===== src/rtl/key_scan.sv =====
// key_scan: 4x4 active-low keypad scanner with prescaled scan tick, press/release
// debounce and optional auto-repeat.
// Optional feature: define KEY_SCAN_REPEAT_EN to enable auto-repeat of key_valid
// every REP ticks while a key stays held.
//
// state    | meaning
// ---------+-----------------------------------------------------------
// SCAN     | rotating column drive, waiting for any low row
// DEBOUNCE | column frozen, row pattern must stay stable for DEB ticks
// HELD     | key accepted, column frozen until all rows go high
// RELEASE  | rows high, must stay high for DEB ticks to finish release
module key_scan #(
  parameter int N   = 16,
  parameter int DEB = 4,
  parameter int REP = 32
) (
  input  logic       clk,
  input  logic       reset,
  input  logic [3:0] row,
  output logic [3:0] col,
  output logic [3:0] key_code,
  output logic       key_valid,
  output logic       key_held
);

  localparam int CW = $clog2(DEB + 1);
  localparam logic [CW-1:0] DEB_LAST = CW'(DEB - 1);
  localparam logic [CW-1:0] DEB_MAX  = CW'(DEB);

  // Reject parameter values that make the tick or the counters meaningless.
  if (N < 1 || DEB < 1 || REP < 1) begin : g_bad_param
    $error("key_scan: N, DEB and REP must all be at least 1");
  end

  typedef enum logic [1:0] {SCAN, DEBOUNCE, HELD, RELEASE} state_t;

  state_t          state_q, state_d;
  logic [3:0]      meta_q, meta_d;
  logic [3:0]      rs_q, rs_d;
  logic [N-1:0]    pre_q, pre_d;
  logic [1:0]      col_idx_q, col_idx_d;
  logic [3:0]      col_q, col_d;
  logic [3:0]      pat_q, pat_d;
  logic [CW-1:0]   cnt_q, cnt_d;
  logic [CW-1:0]   cnt_inc;
  logic [3:0]      key_code_q, key_code_d;
  logic            key_valid_q, key_valid_d;
  logic            key_held_q, key_held_d;
  logic [1:0]      row_idx;
  logic            tick;
`ifdef KEY_SCAN_REPEAT_EN
  localparam int RW = $clog2(REP + 1);
  localparam logic [RW-1:0] REP_LAST = RW'(REP - 1);
  logic [RW-1:0]   rep_q, rep_d;
`endif

  assign tick    = &pre_q;
  assign cnt_inc = (cnt_q == DEB_MAX) ? cnt_q : cnt_q + 1'b1;

  assign col       = col_q;
  assign key_code  = key_code_q;
  assign key_valid = key_valid_q;
  assign key_held  = key_held_q;

  // Lowest-index low row wins when several rows are pulled down together.
  always_comb begin
    row_idx = 2'd0;
    for (int i = 3; i >= 0; i--) begin
      if (!rs_q[i]) row_idx = 2'(i);
    end
  end

  // State register and all datapath flops; reset aborts any press in flight.
  always_ff @(posedge clk or negedge reset) begin
    if (!reset) begin
      state_q     <= SCAN;
      meta_q      <= 4'hF;
      rs_q        <= 4'hF;
      pre_q       <= '0;
      col_idx_q   <= 2'd0;
      col_q       <= 4'b1110;
      pat_q       <= 4'hF;
      cnt_q       <= '0;
      key_code_q  <= 4'h0;
      key_valid_q <= 1'b0;
      key_held_q  <= 1'b0;
`ifdef KEY_SCAN_REPEAT_EN
      rep_q       <= '0;
`endif
    end else begin
      state_q     <= state_d;
      meta_q      <= meta_d;
      rs_q        <= rs_d;
      pre_q       <= pre_d;
      col_idx_q   <= col_idx_d;
      col_q       <= col_d;
      pat_q       <= pat_d;
      cnt_q       <= cnt_d;
      key_code_q  <= key_code_d;
      key_valid_q <= key_valid_d;
      key_held_q  <= key_held_d;
`ifdef KEY_SCAN_REPEAT_EN
      rep_q       <= rep_d;
`endif
    end
  end

  // Next-state logic; every transition is gated by the scan tick.
  always_comb begin
    state_d = state_q;
    if (tick) begin
      case (state_q)
        SCAN:     if (rs_q != 4'hF) state_d = DEBOUNCE;
        DEBOUNCE: begin
          if (rs_q != pat_q)          state_d = SCAN;
          else if (cnt_q == DEB_LAST) state_d = HELD;
        end
        HELD:     if (rs_q == 4'hF) state_d = RELEASE;
        RELEASE: begin
          if (rs_q != 4'hF)           state_d = HELD;
          else if (cnt_q == DEB_LAST) state_d = SCAN;
        end
        default:  state_d = SCAN;
      endcase
    end
  end

  // Datapath and registered outputs: synchronizer, prescaler, column, counters, key report.
  always_comb begin
    meta_d      = row;
    rs_d        = meta_q;
    pre_d       = pre_q + 1'b1;
    col_idx_d   = col_idx_q;
    pat_d       = pat_q;
    cnt_d       = cnt_q;
    key_code_d  = key_code_q;
    key_valid_d = 1'b0;
    key_held_d  = key_held_q;
`ifdef KEY_SCAN_REPEAT_EN
    rep_d       = rep_q;
`endif
    if (tick) begin
      case (state_q)
        SCAN: begin
          if (rs_q == 4'hF) begin
            col_idx_d = col_idx_q + 2'd1;
          end else begin
            pat_d = rs_q;
            cnt_d = '0;
          end
        end
        DEBOUNCE: begin
          if (rs_q != pat_q) begin
            col_idx_d = col_idx_q + 2'd1;
          end else if (cnt_q == DEB_LAST) begin
            key_code_d  = {row_idx, col_idx_q};
            key_valid_d = 1'b1;
            key_held_d  = 1'b1;
`ifdef KEY_SCAN_REPEAT_EN
            rep_d       = '0;
`endif
          end else begin
            cnt_d = cnt_inc;
          end
        end
        HELD: begin
          if (rs_q == 4'hF) begin
            cnt_d = '0;
          end else begin
`ifdef KEY_SCAN_REPEAT_EN
            if (rep_q == REP_LAST) begin
              key_valid_d = 1'b1;
              rep_d       = '0;
            end else begin
              rep_d = rep_q + 1'b1;
            end
`endif
          end
        end
        RELEASE: begin
          if (rs_q != 4'hF) begin
`ifdef KEY_SCAN_REPEAT_EN
            rep_d = '0;
`endif
          end else if (cnt_q == DEB_LAST) begin
            key_held_d = 1'b0;
            col_idx_d  = col_idx_q + 2'd1;
          end else begin
            cnt_d = cnt_inc;
          end
        end
        default: ;
      endcase
    end
    col_d = ~(4'b0001 << col_idx_d);
  end

endmodule


===== config.mk =====
export PLATFORM = sky130hd
export DESIGN_NAME = key_scan
export DESIGN_NICKNAME = d
export VERILOG_FILES = /design/src/rtl/key_scan.sv
export SDC_FILE = /design/constraint.sdc
export NUM_CORES = 1
export LEC_CHECK = 0
export CORE_MARGIN = 2
export CORE_UTILIZATION = 57
export DETAILED_ROUTE_END_ITERATION = 10
export GPL_TIMING_DRIVEN = 0
export PLACE_DENSITY = 0.78
export REMOVE_ABC_BUFFERS = 1
export SLEW_MARGIN = 10
export SYNTH_ARGS = -nofsm -noshare
export SYNTH_HDL_FRONTEND = slang
export SYNTH_SLANG_ARGS = --single-unit

===== constraint.sdc =====
create_clock -name clk -period 2.46 [get_ports clk]
set_clock_uncertainty 0.1 [all_clocks]
set_input_delay 0.492 -clock clk [delete_from_list [all_inputs] [get_ports clk]]
set_output_delay 0.492 -clock clk [all_outputs]
set_load 0.005 [all_outputs]

======== Yosys cells after proc, flatten, opt, wreduce, memory -nomap -nowiden ========
Cells that the tools add are included.
W data, S select, Z words.
operators by class
  equality and inequality tests ........... 17
  order comparisons ....................... 0
  add/sub/neg operators ................... 3
  $mul .................................... 0
  shift operators ......................... 1
  divide/modulo/power cells ............... 0
  bitwise operators ....................... 3
  reduce and logical (&&, ||, !) cells .... 8
  multiplexer cells ....................... 33
operators by type and width
  kind                     count
  $reduce_and A20 Y1       2
  $mux W2                  15
  $reduce_and A21 Y1       1
  $reduce_and A19 Y1       1
  $mux W3                  6
  $reduce_and A18 Y1       1
  $add A16 B1 Y16 const B  1
  $reduce_and A16 Y1       1
  $ne A2 B2 Y1 const B     7
  $pmux W3 S4              1
  $mux W1                  8
  $pmux W2 S4              1
  $ne A3 B3 Y1 const B     2
  $pmux W2 S3              1
  $eq A2 B2 Y1 const B     2
  $eq A4 B4 Y1 const B     1
  $ne A4 B4 Y1             1
  $ne A4 B4 Y1 const B     1
  $not A4 Y4               1
  $shl A1 B2 Y4 const A    1
  $add A3 B1 Y3 const B    1
  $eq A3 B2 Y1 const B     1
  $eq A3 B3 Y1 const B     1
  $add A2 B1 Y2 const B    1
  5 further kinds          6
word-level totals
  bits in registers ....................... 45
  memory bits (writable) .................. 0
  bits in read-only memories .............. 0
  word-level logic and storage cells ...... 76
  output and inout bits ................... 10
  latch bits .............................. 0
  input bits .............................. 6
  memories kept ........................... 0

======== Longest topological paths before layout ========
  word-level depth ........................ 7
  mapped depth ............................ 7
  depth with buffers taken out ............ 7

======== Least setup slack after synthesis ========
No wires, ideal clock.
  path type ............................... register to register
  from .................................... register pre_q[0]
  to ...................................... register col_q[0] (netlist: col[0])
  stages on the path, launching flop included .. 7
  path slack .............................. 0.562 ns
  period minus slack after synthesis ...... 1.898 ns
  data arrival time ....................... 1.652 ns
  required time ........................... 2.214 ns
  cell sequence ........................... dfrtp_1 -> ha_1 -> nand3_4 -> nor4_4 -> nand2_1 -> o31ai_4 -> nand3b_1
on the way
  cells in the longest elaborated chain, start to end .. 4
ends and longest elaborated chain
  what                      line  text
  start: declaration        40    logic [N-1:0] pre_q, pre_d;
  start signal: assignment  94    pre_q <= pre_d;
  $reduce_and A16 Y1        57    assign tick = &pre_q;
  $mux W2                   142   if (tick) begin
  $shl A1 B2 Y4             195   col_d = ~(4'b0001 << col_idx_d);
  $not A4 Y4                195
  net col_d[0]              42    logic [3:0] col_q, col_d;
  end signal: assignment    96    col_q <= col_d;
  end: declaration          42
The timed path passes the listed nets, and every way through them passes these cells.
A chain may end at the register's enable or synchronous reset.

======== Worst setup path in the final report ========
Ends and elaborated chain as after synthesis.

==> impl_metrics.env <==
export IMPL_tritoncts="built"
export IMPL_synth_fa_ha_area_share_pct=3.038
export IMPL_synthMostInstantiatedCell="dfrtp_1"
export IMPL_layout_setup_ws_ps=252.8
export IMPL_htreeDepth=2
export IMPL_rsz0062_at_grt="false"
export IMPL_combPwrFrac_pct=3.2
export IMPL_synthTopCellsByCount="30 x dfrtp_1, 16 x nand2_1, 15 x dfstp_2"
export IMPL_power_switching_uw=261.4
export IMPL_synth_top_family_by_area="simple AND/OR/NAND/NOR gates"
export IMPL_hpwlAfterDp_mm=2.532
export IMPL_synth_compound_area_share_pct=7.959
export IMPL_yosysTopAreaCellShare_pct=36.45
export IMPL_setup_viol=0
export IMPL_syn2layout_area_growth_pct=13.67
export IMPL_cpPeakStageDelay_ps=470
export IMPL_run_status="completed"
export IMPL_critPathKind="reg2reg"
export IMPL_ys_warn_count=0
export IMPL_worstPathRequired_ps=2590
export IMPL_arrival_ps=2340
export IMPL_reg2regPathDepth=6
export IMPL_vias_per_cell=5.658
export IMPL_post_cts_buffers=0
export IMPL_critPathMaxFanout=7
export IMPL_hold_viol_final=0
export IMPL_crit_end="col[0]$_DFF_PN0_"
export IMPL_r2r_end="col[0]$_DFF_PN0_"
export IMPL_ant_nets=0
export IMPL_fin_crit_sh_pct=89.72
export IMPL_post_synth_cell_area_avg_um2=11.97
export IMPL_p_clk_share_pct=30.2
export IMPL_synth_edf_count=0
export IMPL_p_leak_uw=0.001019
export IMPL_synth_cells=172
export IMPL_max_cap_violations=0
export IMPL_ys_types=44
export IMPL_yosys_area_top_type="dfrtp_1"
export IMPL_synthTopCellsByArea="dfrtp_1 36%, dfstp_2 19%, xnor2_1 6.0%, mux2_2 4.4%, ha_1 3.0%"
export IMPL_first_global_vias=1411
export IMPL_synthMuxAreaShare_pct=5.832
export IMPL_cp_start_kind="flop"
export IMPL_ys_seq_area_share_pct=55.59
export IMPL_rows=21
export IMPL_place_congestion=0.7683
export IMPL_fin_area_um2=2341
export IMPL_initial_core_util_pct=60.29
export IMPL_maxSlewViolCount=0
export IMPL_finalCriticalPeriod_ps=2207
export IMPL_critPathSlowestCell="nor4_4"
export IMPL_die_x_um=64.11
export IMPL_antenna_found_initial=0
export IMPL_synth_top_flop_cell="dfrtp_1"
export IMPL_worstMarginPinSlew_ps=583.0
export IMPL_numCtsBuffers=5
export IMPL_p_seq_share_pct=66.6
export IMPL_power_density_nw_per_um2=486.5
export IMPL_vias=1358
export IMPL_cp_end_kind="flop"
export IMPL_tns_ps=0
export IMPL_grt_use_total_pct=20.08
export IMPL_peakVddDrop_v=0.0004953
export IMPL_grt_remaining_overflow=0
export IMPL_detail_route_first_pass_iterations=4
export IMPL_post_place_cells=231
export IMPL_path_cells="ha_1, nand3_4, nor4_4, nand2_1, o31ai_4, nand3b_1"
export IMPL_diodes=0
export IMPL_max_freq_ghz=0.4531
export IMPL_cts_sinks=45
export IMPL_cts_root_buf="clkbuf_4"
export IMPL_rrSetupSlack_ps=250
export IMPL_grt_pass1_wl_mm=6.313
export IMPL_final_core_util_pct=68.53
export IMPL_ys_seq_elements=45
export IMPL_grt_max_degree=28
export IMPL_relSlewSlack_pct=60.80
export IMPL_nNetsFinal=204
export IMPL_final_layout_size_suffix_gt1_share_pct=22.68
export IMPL_drtIter0Drc=47
export IMPL_placed_cell_area_um2=2277
export IMPL_drt_wl_total_mm=3.402
export IMPL_worstReg2RegStart="pre_q[0]$_DFF_PN0_"
export IMPL_die_area_um2=4110
export IMPL_final_cells=240
export IMPL_cts_path_max_buffers=2
export IMPL_pre_cts_ws_ps=255.6
export IMPL_hold_path_class="reg2reg"
export IMPL_routedWlPerCell_um=14.18
export IMPL_synth_area_um2=2059
export IMPL_io_buffer_count=15
export IMPL_clk_pin_slew_worst_paths_ps=120
export IMPL_num_fill_cells=287
export IMPL_clk_latency_ps=370
export IMPL_cell_internal_pwr_uw=877.4
export IMPL_crit_path_start="pre_q[0]$_DFF_PN0_"
export IMPL_coreArea_um2=3416
export IMPL_ios=16
export IMPL_drc_errors=0
export IMPL_p_sw_share_pct=22.95
export IMPL_async_reset_ff_share_pct=100.0
export IMPL_die_y_um=64.11
export IMPL_synthXorXnorAreaFrac_pct=8.445
export IMPL_yosys_area_share_simple_pct=17.44
-- routing by layer --
metal	up-vias	part of all wire [%]	global-route usage (%)
met3	8	3.3	3.697
met4	0	1.8	9.574
met2	22	53	34.64
met5	-	0	0
li1	640	-	-
met1	688	42	24.23
-- state kept, by name (all words and copies together), names as in the netlist --
register,count
key_code,4
state_q,2
key_valid,1
cnt_q,3
meta_q,4
col,4
pat_q,4
key_held,1
rs_q,4
pre_q,16
col_idx_q,2
-- layout make-up --
cell class              count  area [um^2]  area share [%]
clock buffers               5        37.54           1.603
clock inverters             3        16.27          0.6948
inverters                   6        22.52          0.9621
multi-input cells         118        879.6           37.57
flip-flops and latches     45         1145           48.90
well taps                  46        57.56           2.459
repair buffers             17        182.7           7.803
-- stage by stage --
step,power [uW],hold WS [ps]
finish,1139,263.3
global route,1185,267.6
CTS,1147,265.4
detailed placement,808.0,247.0
global placement,801.3,245.3
floorplan,778.3,96.41
-- cells in the final DEF (no fill, tap or decap), drive strengths merged, types with 3 or more instances in the layout --
cell type | Yosys | final
a21oi | 7 | 7
clkbuf | 2 | 5
clkdlybuf4s50 | 0 | 14
dfrtp | 30 | 30
dfstp | 15 | 15
ha | 5 | 5
inv | 6 | 7
mux2 | 8 | 8
mux2i | 3 | 3
nand2 | 16 | 16
nand2b | 4 | 4
nand3 | 9 | 9
nand4 | 6 | 6
nor2 | 10 | 10
xnor2 | 15 | 15
xor2 | 4 | 4
-- worst min-delay path by stage --
stage	start	slack (ps)	endpoint	depth (start not counted)
finish	meta_q[2]$_DFF_PN1_	260	rs_q[2]$_DFF_PN1_	0
global route	meta_q[0]$_DFF_PN1_	270	rs_q[0]$_DFF_PN1_	0
CTS	meta_q[2]$_DFF_PN1_	270	rs_q[2]$_DFF_PN1_	0
detailed placement	meta_q[2]$_DFF_PN1_	250	rs_q[2]$_DFF_PN1_	0
global placement	meta_q[3]$_DFF_PN1_	250	rs_q[3]$_DFF_PN1_	0
floorplan	reset	100	cnt_q[0]$_DFFE_PN0P_	0
-- power groups by stage --
| stage | clock network, uW | logic, uW | registers (uW) |
|---|---|---|---|
| 2_1_floorplan | 0 | 7.80 | 770 |
| 3_3_place_gp | 0 | 29.9 | 771 |
| 3_5_place_dp | 0 | 36.3 | 772 |
| 4_1_cts | 351 | 37.9 | 759 |
| 5_1_grt | 382 | 42.6 | 760 |
| 6_report | 344 | 36.6 | 758 |
-- kinds of logic after synthesis --
group	count (synthesis)
simple gates	61
buf+inv	9
mux	11
fa+ha+maj	5
compound gates	22
xor+xnor	19
flops	45
-- worst max-delay path: cells and delay by family, from the launching register on --
kind	cells	cell delay [ps]
fa+ha+maj	1	250
compound gates	1	380
flops	1	410
simple gates	4	930
-- what timing repair did --
item,in CTS,in global routing
hold buffers,1,0
resized for setup,0,0
hold endpoints to repair,15,0
Power figures use the tool's default switching activity.
